## config.mk

```make
export PLATFORM = sky130hd
export DESIGN_NAME = outmem_reader
export DESIGN_NICKNAME = d
export VERILOG_FILES = /design/src/rtl/outmem_reader.sv
export SDC_FILE = /design/constraint.sdc
export NUM_CORES = 1
export LEC_CHECK = 0
export CORE_UTILIZATION = 57
export CTS_BUF_LIST = sky130_fd_sc_hd__clkbuf_8
export DETAILED_ROUTE_END_ITERATION = 16
export PLACE_DENSITY = 0.95
export SETUP_SLACK_MARGIN = 0.3
export SKIP_LAST_GASP = 1
export SLEW_MARGIN = 40
export SYNTH_ARGS = -nofsm -noshare
export SYNTH_HDL_FRONTEND = slang
export SYNTH_SLANG_ARGS = --single-unit
export TNS_END_PERCENT = 50
```

## constraint.sdc

```tcl
create_clock -name CLK -period 6.8 [get_ports CLK]
set_clock_uncertainty 0.15 [all_clocks]
set_input_delay 1.02 -clock CLK [delete_from_list [all_inputs] [get_ports CLK]]
set_output_delay 1.02 -clock CLK [all_outputs]
set_load 0.02 [all_outputs]
```

## src/rtl/outmem_reader.sv

```systemverilog
// outmem_reader: streams a T x M result tile out of the 64-bit output SRAM.
// Each SRAM word holds four DW-bit lanes (lane 0 in the top bits). Row r uses
// word 2r for cols 0..3 and word 2r+1 for cols 4..7. Each word goes through
// RD (one-cycle chip enable), CAP (latch read data) and EMIT (one element per
// accepted handshake).
module outmem_reader #(
  parameter int DW = 16
) (
  input  logic          CLK,
  input  logic          RSTN,
  input  logic          START,
  input  logic [11:0]   MNT,
  output logic          EN_O,
  output logic          RW_O,
  output logic [3:0]    ADDR_O,
  input  logic [63:0]   RDATA_O,
  output logic          O_VALID,
  input  logic          O_READY,
  output logic [DW-1:0] O_DATA,
  output logic [2:0]    O_ROW,
  output logic [2:0]    O_COL,
  output logic          O_LAST,
  output logic          BUSY,
  output logic          DONE,
  output logic          ERR
);

  typedef enum logic [2:0] {S_IDLE, S_RD, S_CAP, S_EMIT, S_DONE} state_t;

  state_t      r_state;
  logic [63:0] r_buf;
  logic [3:0]  r_m, r_t;
  logic [2:0]  r_row;
  logic        r_hi;
  logic [1:0]  r_lane;

  logic [3:0]  w_m, w_t;
  logic        w_bad;
  logic [1:0]  w_lmax, w_lane_nx;
  logic        w_row_last, w_more_hi, w_last_word;
  logic        w_unused_n;

  assign RW_O = 1'b0;

  // N plays no part in the readout
  assign w_unused_n = ^MNT[7:4];

  assign w_m   = MNT[11:8];
  assign w_t   = MNT[3:0];
  assign w_bad = (w_m == 4'd0) || (w_m > 4'd8) || (w_t == 4'd0) || (w_t > 4'd8);

  // Last lane index of the current word: upper word carries cols 4..M-1
  assign w_lmax      = r_hi ? 2'(r_m - 4'd5) : ((r_m >= 4'd4) ? 2'd3 : 2'(r_m - 4'd1));
  assign w_lane_nx   = r_lane + 2'd1;
  assign w_row_last  = ({1'b0, r_row} == (r_t - 4'd1));
  assign w_more_hi   = (r_m > 4'd4) && !r_hi;
  assign w_last_word = w_row_last && !w_more_hi;

  function automatic logic [DW-1:0] lane_sel(input logic [63:0] w, input logic [1:0] l);
    case (l)
      2'd0:    return w[4*DW-1 -: DW];
      2'd1:    return w[3*DW-1 -: DW];
      2'd2:    return w[2*DW-1 -: DW];
      default: return w[DW-1:0];
    endcase
  endfunction

  // Readout FSM; every output is registered
  always_ff @(posedge CLK or negedge RSTN) begin
    if (!RSTN) begin
      r_state <= S_IDLE;
      r_buf   <= '0;
      r_m     <= '0;
      r_t     <= '0;
      r_row   <= '0;
      r_hi    <= 1'b0;
      r_lane  <= '0;
      EN_O    <= 1'b0;
      ADDR_O  <= '0;
      O_VALID <= 1'b0;
      O_DATA  <= '0;
      O_ROW   <= '0;
      O_COL   <= '0;
      O_LAST  <= 1'b0;
      BUSY    <= 1'b0;
      DONE    <= 1'b0;
      ERR     <= 1'b0;
    end else begin
      case (r_state)
        S_IDLE: begin
          if (START) begin
            r_m    <= w_m;
            r_t    <= w_t;
            r_row  <= '0;
            r_hi   <= 1'b0;
            r_lane <= '0;
            if (w_bad) begin
              ERR     <= 1'b1;
              DONE    <= 1'b1;
              r_state <= S_DONE;
            end else begin
              ERR     <= 1'b0;
              EN_O    <= 1'b1;
              ADDR_O  <= '0;
              BUSY    <= 1'b1;
              r_state <= S_RD;
            end
          end
        end
        S_RD: begin
          EN_O    <= 1'b0;
          r_state <= S_CAP;
        end
        S_CAP: begin
          r_buf   <= RDATA_O;
          r_lane  <= '0;
          O_VALID <= 1'b1;
          O_DATA  <= lane_sel(RDATA_O, 2'd0);
          O_ROW   <= r_row;
          O_COL   <= {r_hi, 2'b00};
          O_LAST  <= w_row_last && ({1'b0, r_hi, 2'b00} == (r_m - 4'd1));
          r_state <= S_EMIT;
        end
        S_EMIT: begin
          if (O_READY) begin
            if (r_lane == w_lmax) begin
              O_VALID <= 1'b0;
              O_LAST  <= 1'b0;
              if (w_last_word) begin
                BUSY    <= 1'b0;
                DONE    <= 1'b1;
                r_state <= S_DONE;
              end else begin
                EN_O    <= 1'b1;
                ADDR_O  <= w_more_hi ? {r_row, 1'b1} : {r_row + 3'd1, 1'b0};
                r_hi    <= w_more_hi;
                if (!w_more_hi) r_row <= r_row + 3'd1;
                r_state <= S_RD;
              end
            end else begin
              r_lane <= w_lane_nx;
              O_DATA <= lane_sel(r_buf, w_lane_nx);
              O_COL  <= {r_hi, w_lane_nx};
              O_LAST <= w_row_last && ({1'b0, r_hi, w_lane_nx} == (r_m - 4'd1));
            end
          end
        end
        S_DONE: begin
          DONE    <= 1'b0;
          r_state <= S_IDLE;
        end
        default: r_state <= S_IDLE;
      endcase
    end
  end

endmodule

```

==> results, run 1 <==
- The run finished with clean final reports.
- The final clock period utilization by the worst path is 43.57%.
- The cell area after technology mapping is 0.005431 mm^2.
- The number of pins exceeding their max-slew limit in the final report is 0.
- After synthesis, the share of flip-flops with an asynchronous set or reset is 100.0%.
- For this design the top-level I/O count stands at 113.
- The share of the yosys chip area belonging to registers is 52.06%.
- Counting cells, the worst reg-to-reg path comes to 6.
- After clock tree synthesis, the clock-pin slew on the worst setup and hold paths is 0.08 ns.
- The total number of nets in the final design is 647.
- The hold violation count in the final report is 0.
- The number of hold-repair buffers added at the cts stage is 0.
- Entering global routing, the biggest net connects 71 pins.
- For this run, the leading register cell type out of synthesis is dfrtp_1.
- The initialized floorplan defines 35 standard-cell rows.
- The tightest min-delay check is of the reg2reg type.
- In this run the standard cell core region covers 0.009240 mm^2.
- After detailed routing, the number of vias per cell comes to 6.159.
- In this run, CTS created clock tree buffers numbering 17.
- The total of endpoints with negative setup slack in the final report is 0.
- In the final layout, the share of cells above drive strength 1 is 24.17%.
- The startpoint of the most critical register-to-register path is r_state[2]$_DFFE_PN0P_.
- After technology mapping, the gate count stands at 457.
- The clock latency of the later-clocked register in the worst-skew pair is 0.45 ns.
- The overall power of the completed layout is 3.774 mW.
- A synthesized cell averages 11.89 um^2.
- The final antenna-violating net count is 0.
- The first global-routing pass estimated 22.85 mm of wire.
- The synthesized design contains 0 enable-type register cells.
- Timing analysis after detailed placement gives a worst setup slack of 3.297 ns.
- The worst hold path begins at ERR$_DFFE_PN0P_.
- The unique cell type count in the Yosys netlist is 59.
- The number of antenna diodes in the final layout is 0.
- The total of buffers placed on input and output ports is 107.
- The total overflow left after global routing is 0.
- The via count of the first global-routing pass was 4,522.
- Across every metal layer, demand over resource in global routing totals 30.40%.
- The number of remaining DRC errors is 0.
- Power spread over the standard cell area amounts to 534.9 mW/mm^2.
- The yosys synthesis warning count is 0.
- The cell accounting for the most synthesized area is dfrtp_1.
- The worst pin sits at a relative slew slack of 45.43%.
- By area the synthesized netlist is led by dfrtp_1 (52%), mux2_2 (17%), a222oi_1 (2.9%), nand2_1 (2.4%), o21ai_0 (2.3%).
- From bottom edge to top edge, the die measures 99.62 um.
- The register bit total from synthesis is 113.
- The flop-to-flop setup slack is 4.11 ns.
- The required time reported for the critical path endpoint is 6.99 ns.
- The smallest clock period supported by the final layout is computed as 2.963 ns.
- The number of antenna violations at the first check in global routing is 0.
- From left edge to right edge, the die measures 99.62 um.
- By startpoint and endpoint, the worst setup path is classified as in2reg.
- The clock root buffer is clkbuf_8.
- In this run the worst path has a maximum fanout of 12.
- The total die area is 0.009923 mm^2.
- After legalization and detailed placement, the total HPWL measured 8.788 mm.
- The analysis attributes to cell leakage a power of 2.956 nW.
- The launching instance or port of the critical path is START.
- The peak clock frequency supported by timing is 337.5 MHz.
- The final total negative setup slack is 0 ns.
- The congestion estimate from routability-driven global placement came to 0.8488.
- The number of gates resized after CTS was 0.
- Following the worst setup path forward leads to its endpoint at r_row[2]$_DFFE_PN0P_.
- The worst setup path is launched from an input port.
- The initial standard-cell utilization of the core is 58.78%.
- Setup repair after global routing left no endpoint under its margin.
- IR analysis of the VDD net gives a maximum drop of 0.2847 mV.
- The total routed wirelength is 14.25 mm.
- The overall via count from detail_route is 4,311.
- The endpoint identified for the worst register-to-register timing path is ADDR_O[2]$_DFFE_PN0P_.
- The net count after synthesis is 546.
- In the final routed layout, each cell accounts on average for 20.35 um.
- The tool flagged a number of max-cap violations equal to 0.
- The TritonCTS clock tree is done.
- By instance count, the leading cell after synthesis is dfrtp_1.
- In this run the biggest area consumer among cell types represents 52.06% of the synthesized area.
- STA classifies the critical path endpoint as a flop.
- The maximum level of the CTS H-tree is 4.
- At the pin with the least slew margin, the transition time is 0.8185 ns.
- The area growth from synthesis to layout is 29.90%.
- Counting along the longest clock path gives a buffer depth of 2.
- For this run, the detailed router's first-pass iteration total came to 7.
- In this run, the number of DRC markers left after iteration 0 of detailed routing was 460.
- The worst path arrival time is 3.15 ns.
- Counting instances in the post-synthesis netlist gives the leading cell types as dfrtp_1 (113), mux2_2 (82), nand2_1 (35).
- Clock tree synthesis found a total of 113 sinks.
- The post-CTS setup repair buffer count is 0.
- Across all setup checks in the final design, the least slack found is 3.837 ns.
critical path: stages:
cell             delay, ns
clkdlybuf4s50_1       0.54
nor4b_4               0.44
buf_4                 0.27
a211oi_1              0.10
a311oi_4              0.36
o21ai_0               0.19
a21o_1                0.22
where the power goes:
group	switching, mW	internal, mW
clock	0.293	0.493
sequential	0.250	1.00
combinational	0.904	0.831
total	1.45	2.33
through the flow:
stage                     area, um^2  utilization (%)  hold slack (ns)  instances
final                           7056            76.36           0.3420        700
after global routing            7056            76.36           0.3629        700
after CTS                       7044            76.24           0.3451        699
after detailed placement        6553            70.91           0.3300        667
after global placement          6543            70.81           0.3217        667
after floorplan                 5431                -           0.3084        457
worst min path at each step:
stage	endpoint	slack [ns]	cells past startpoint
after CTS	ADDR_O[3]$_DFFE_PN0P_	0.35	1
after detailed placement	ADDR_O[3]$_DFFE_PN0P_	0.33	1
final	ERR$_DFFE_PN0P_	0.34	1
after global placement	O_DATA[2]$_DFFE_PN0P_	0.32	1
after global routing	ERR$_DFFE_PN0P_	0.36	1
after floorplan	r_t[2]$_DFFE_PN0P_	0.31	2
area by class of cell:
cell class | instances | area [um^2]
Inverter | 12 | 45.04
Sequential cell | 113 | 2828
Clock buffer | 19 | 261.5
Fill cell | 546 | 2185
Timing Repair Buffer | 111 | 1102
Multi-Input combinational cell | 303 | 2427
Tap cell | 129 | 161.4
Clock inverter | 13 | 230.2
per-layer routing:
| metal | part of all wire, % | GRT usage (%) | up-vias |
|---|---|---|---|
| met5 | 0 | 0 | - |
| met4 | 3.3 | 14.93 | 0 |
| met3 | 8.0 | 7.800 | 48 |
| met2 | 51 | 52.51 | 258 |
| met1 | 38 | 35.28 | 2145 |
| li1 | - | - | 1860 |
registers in the layout, indices dropped and copies added (netlist names), 4 cells and up:
register / flops
r_t: 4
ADDR_O: 4
O_DATA: 16
r_buf: 64
r_m: 4
layout by cell type (no fill, tap or decap), types with 11 or more instances in the layout:
| master | count |
|---|---|
| nor2_1 | 25 |
| a222oi_1 | 16 |
| mux2_2 | 82 |
| a21oi_1 | 24 |
| nand2_1 | 35 |
| o21ai_0 | 25 |
| clkbuf_8 | 19 |
| clkdlybuf4s50_1 | 106 |
| dfrtp_1 | 113 |
| inv_1 | 11 |
logic make-up after synthesis:
kind of cell    after synthesis  share of synthesized area (%)
compound gates              104                          13.73
xor+xnor                      8                          1.290
fa+ha+maj                     9                          2.073
buf+inv                      41                          3.524
flops                       113                          52.06
mux                          91                          18.84
other cells                   1                        0.06904
simple gates                 90                          8.408
Note: power is estimated with default switching activity, not from simulation.
==> inputs of run 2 (changes only) <==
--- a/config.mk
+++ b/config.mk
@@ -5,10 +5,10 @@
 export SDC_FILE = /design/constraint.sdc
 export NUM_CORES = 1
 export LEC_CHECK = 0
-export CORE_UTILIZATION = 57
+export CORE_UTILIZATION = 48
 export CTS_BUF_LIST = sky130_fd_sc_hd__clkbuf_8
 export DETAILED_ROUTE_END_ITERATION = 16
-export PLACE_DENSITY = 0.95
+export PLACE_DENSITY = 0.87
 export SETUP_SLACK_MARGIN = 0.3
 export SKIP_LAST_GASP = 1
 export SLEW_MARGIN = 40
==> constraint.sdc (replaced) <==
create_clock -name CLK -period 2.5 [get_ports CLK]
set_clock_uncertainty 0.15 [all_clocks]
set_input_delay 0.375 -clock CLK [delete_from_list [all_inputs] [get_ports CLK]]
set_output_delay 0.375 -clock CLK [all_outputs]
set_load 0.02 [all_outputs]
==> results, run 2 (synthesis gave the netlist of run 1 again) <==
- The diode insertion count for antenna repair was 0 (unchanged).
- The startpoint of the most critical register-to-register path is r_m[1]$_DFFE_PN0P_ (was r_state[2]$_DFFE_PN0P_).
- The type of the tightest min-delay check is in2async (was reg2reg).
- The total core area is 0.01094 mm^2 (was 0.009240 mm^2).
- The global-route wire length before repair came to 21.96 mm (was 22.85 mm).
- The area added between synthesis and finish is 36.47% (was 29.90%).
- The maximum level of the CTS H-tree is 4 (unchanged).
- The area occupied by registers was 0.002833 mm^2 (was 0.002828 mm^2).
- The hold violation count in the final report is 0 (unchanged).
- The y dimension of the die is 108.4 um (was 99.62 um).
- The top cell family by delay on the critical path is simple AND/OR/NAND/NOR gates (was compound AO/OA/AOI/OAI gates).
- The share of layout cells above drive strength 1 is 31.79% (was 24.17%).
- RSZ-0062 raised after global routing: true (was false).
- The post-detailed-placement cell area is 0.006761 mm^2 (was 0.006553 mm^2).
- The cell row count is 38 (was 35).
- The TritonCTS clock tree is done (unchanged).
- The cell type of the slowest stage on the worst timing path is nor4b_1 (was clkdlybuf4s50_1).
- The max-capacitance violation count is 0 (unchanged).
- The flip-flop count of the largest register, all copies and words added is 64 (unchanged).
- The overflow left after global routing was 0 (unchanged).
- The number of pins exceeding their max-slew limit in the final report came to 0 (unchanged).
- The first-iteration detailed-routing DRC count is 258 (was 460).
- The sequential power share was 31.4% (was 33.2%).
- The final clock period utilization by the worst path is 95.45%.
- The final antenna-violating net count is 0 (unchanged).
- The element type at the critical path start is a flop (was input port).
- Biggest registers after layout: r_buf (64), O_DATA (16) (unchanged).
- The final hold slack is 0.3185 ns (was 0.3420 ns).
- The maximum number of pins on one net before global-route repair is 65 (was 71).
- The register name with the most flops is r_buf (unchanged).
- The slew at the pin with the worst max-slew slack came to 0.5641 ns (was 0.8185 ns).
- The clock root buffer is clkbuf_8 (unchanged).
- Critical path cell sequence: inv_2 -> ha_4 -> nand2_1 -> nand3_2 -> buf_6 -> a311oi_4 -> nor4b_1 -> o21ai_0 (was clkdlybuf4s50_1 -> nor4b_4 -> buf_4 -> a211oi_1 -> a311oi_4 -> o21ai_0 -> a21o_1).
- The leading cell type in the layout, fill and taps excluded is dfrtp_1 (unchanged).
- The via count of the first global-routing pass is 4,566 (was 4,522).
- The internal power component is 6.566 mW (was 2.328 mW).
- The global router's overall resource usage is 25.10% (was 30.40%).
- The overall via count from detail_route was 4,296 (was 4,311).
- The total of buffers placed on input and output ports is 107 (unchanged).
- The routability congestion estimate from global placement is 0.8408 (was 0.8488).
- The total number of nets in the final design came to 680 (was 647).
- The number of buffers on the longest clock path came to 2 (unchanged).
- The tightest slew margin relative to the limit is 62.40% (was 45.43%).
- The length in cells of the worst reg-to-reg path came to 8 (was 6).
- The logic depth of the worst path, buffers included is 8 (was 7).
- The fraction of power spent switching nets was 38.38% (was 38.32%).
- The number of remaining DRC errors is 0 (unchanged).
- The number of top-level pins is 113 (unchanged).
- The clock group share of total power was 18.0% (was 20.8%).
- The first-pass detailed-route iteration total is 8 (was 7).
- The leakage power is 3.106 nW (was 2.956 nW).
- The total routed wirelength is 14.22 mm (was 14.25 mm).
- The die extent in x is 108.4 um (was 99.62 um).
- The required time reported for the critical path endpoint came to 2.64 ns (was 6.99 ns).
- The total die area was 0.01175 mm^2 (was 0.009923 mm^2).
- The clock latency of the later-clocked register in the worst-skew pair came to 0.44 ns (was 0.45 ns).
- The highest cell delay on the worst timing path is 0.49 ns (was 0.54 ns).
- The power density relative to cell area is 1437 mW/mm^2 (was 534.9 mW/mm^2).
- The shortest period the worst path allows is 2.386 ns.
- The net switching power is 4.089 mW (was 1.446 mW).
- The total of endpoints with negative setup slack in the final report is 0 (unchanged).
- The HPWL after detailed placement was 9.319 mm (was 8.788 mm).
- The detailed-route vias per instance came to 5.774 (was 6.159).
- The number of clock sinks is 113 (unchanged).
- The filler cell count in the final layout is 784 (was 546).
- Most frequent cells in the layout: dfrtp_1 (109), clkdlybuf4s50_1 (106), mux2_2 (82) (was dfrtp_1 (113), clkdlybuf4s50_1 (106), mux2_2 (82)).
- The combinational fraction of design power is 50.6% (was 46.0%).
- The clock transition time at the flip-flop clock pins of the worst setup and hold paths is 0.07 ns (was 0.08 ns).
- The worst path arrival time was 2.53 ns (was 3.15 ns).
- The peak clock frequency supported by timing is 419.1 MHz.
- The maximum VDD drop is 0.8400 mV (was 0.2847 mV).
- The number of antenna violations at the first check in global routing is 0 (unchanged).
- The buffering stage count on the worst path with inverters included was 2 (unchanged).
- The design area is 0.007412 mm^2 (was 0.007056 mm^2).
- The CTS buffer count is 17 (unchanged).
- The initial standard-cell utilization of the core was 49.67% (was 58.78%).
- The type of element capturing the critical path is a flop (unchanged).
- The final total negative setup slack came to 0 ns (unchanged).
- The area taken by multi-input logic gates is 0.002547 mm^2 (was 0.002427 mm^2).
- Result of the run: finished, final reports clean (unchanged).
- The worst setup path category is reg2reg (was in2reg).
- The maximum net fanout on the critical path was 4 (was 12).
- The launching instance or port of the critical path is r_m[1]$_DFFE_PN0P_ (was START).
- The routed length per instance was 19.12 um (was 20.35 um).
[run 2: timing repair]
item	4_1_cts	5_1_grt
cloned	1	0
hold endpoints to repair	40	0
setup endpoints to repair	23	29
hold buffers	1	0
gates resized for setup	6	23
setup buffers	0	9
pin swaps	1	7
[run 2: metrics by stage]
step	cells	setup WS [ns]	utilization, %	total power, mW
after floorplan	457	0.3771	-	6.536
after global placement	701	-0.1306	61.76	7.905
after detailed placement	701	0.07883	61.83	8.184
after CTS	735	0.1835	66.28	10.23
after global routing	744	-0.02163	67.78	11.27
final	744	0.1139	67.78	10.65
[run 2: power groups by stage]
| stage | Clock (mW) | Sequential [mW] | Combinational [mW] |
|---|---|---|---|
| 2_1_floorplan | 0 | 3.43 | 3.11 |
| 3_3_place_gp | 0 | 3.29 | 4.62 |
| 3_5_place_dp | 0 | 3.34 | 4.85 |
| 4_1_cts | 1.94 | 3.31 | 4.98 |
| 5_1_grt | 2.04 | 3.44 | 5.80 |
| 6_report | 1.92 | 3.34 | 5.39 |
[run 2: cell type report]
type	count	share of cell area (%)
multi-input combinational	304	34.37
sequential	113	38.22
inverter	12	0.6077
clock inverter	15	2.802
tap	140	2.363
timing repair buffer	143	18.48
clock buffer	17	3.157
[run 2: layer usage]
metal / wire length (um) / global-route usage, %
met1: 5474 / 27.92
met4: 279 / 9.266
met2: 7287 / 43.63
met3: 1180 / 9.524
met5: 0 / 0
[run 2: path summary, 6_finish.rpt]
check / end / slack (ns)
worst max register to register: BUSY$_DFFE_PN0P_ / 0.11
worst min register to register: DONE$_DFFE_PN0P_ / 0.34
worst min-delay path: r_buf[16]$_DFFE_PN0N_ / 0.32
min in group CLK: DONE$_DFFE_PN0P_ / 0.34
worst max-delay path: BUSY$_DFFE_PN0P_ / 0.11
max in group asynchronous: r_buf[41]$_DFFE_PN0N_ / 1.17
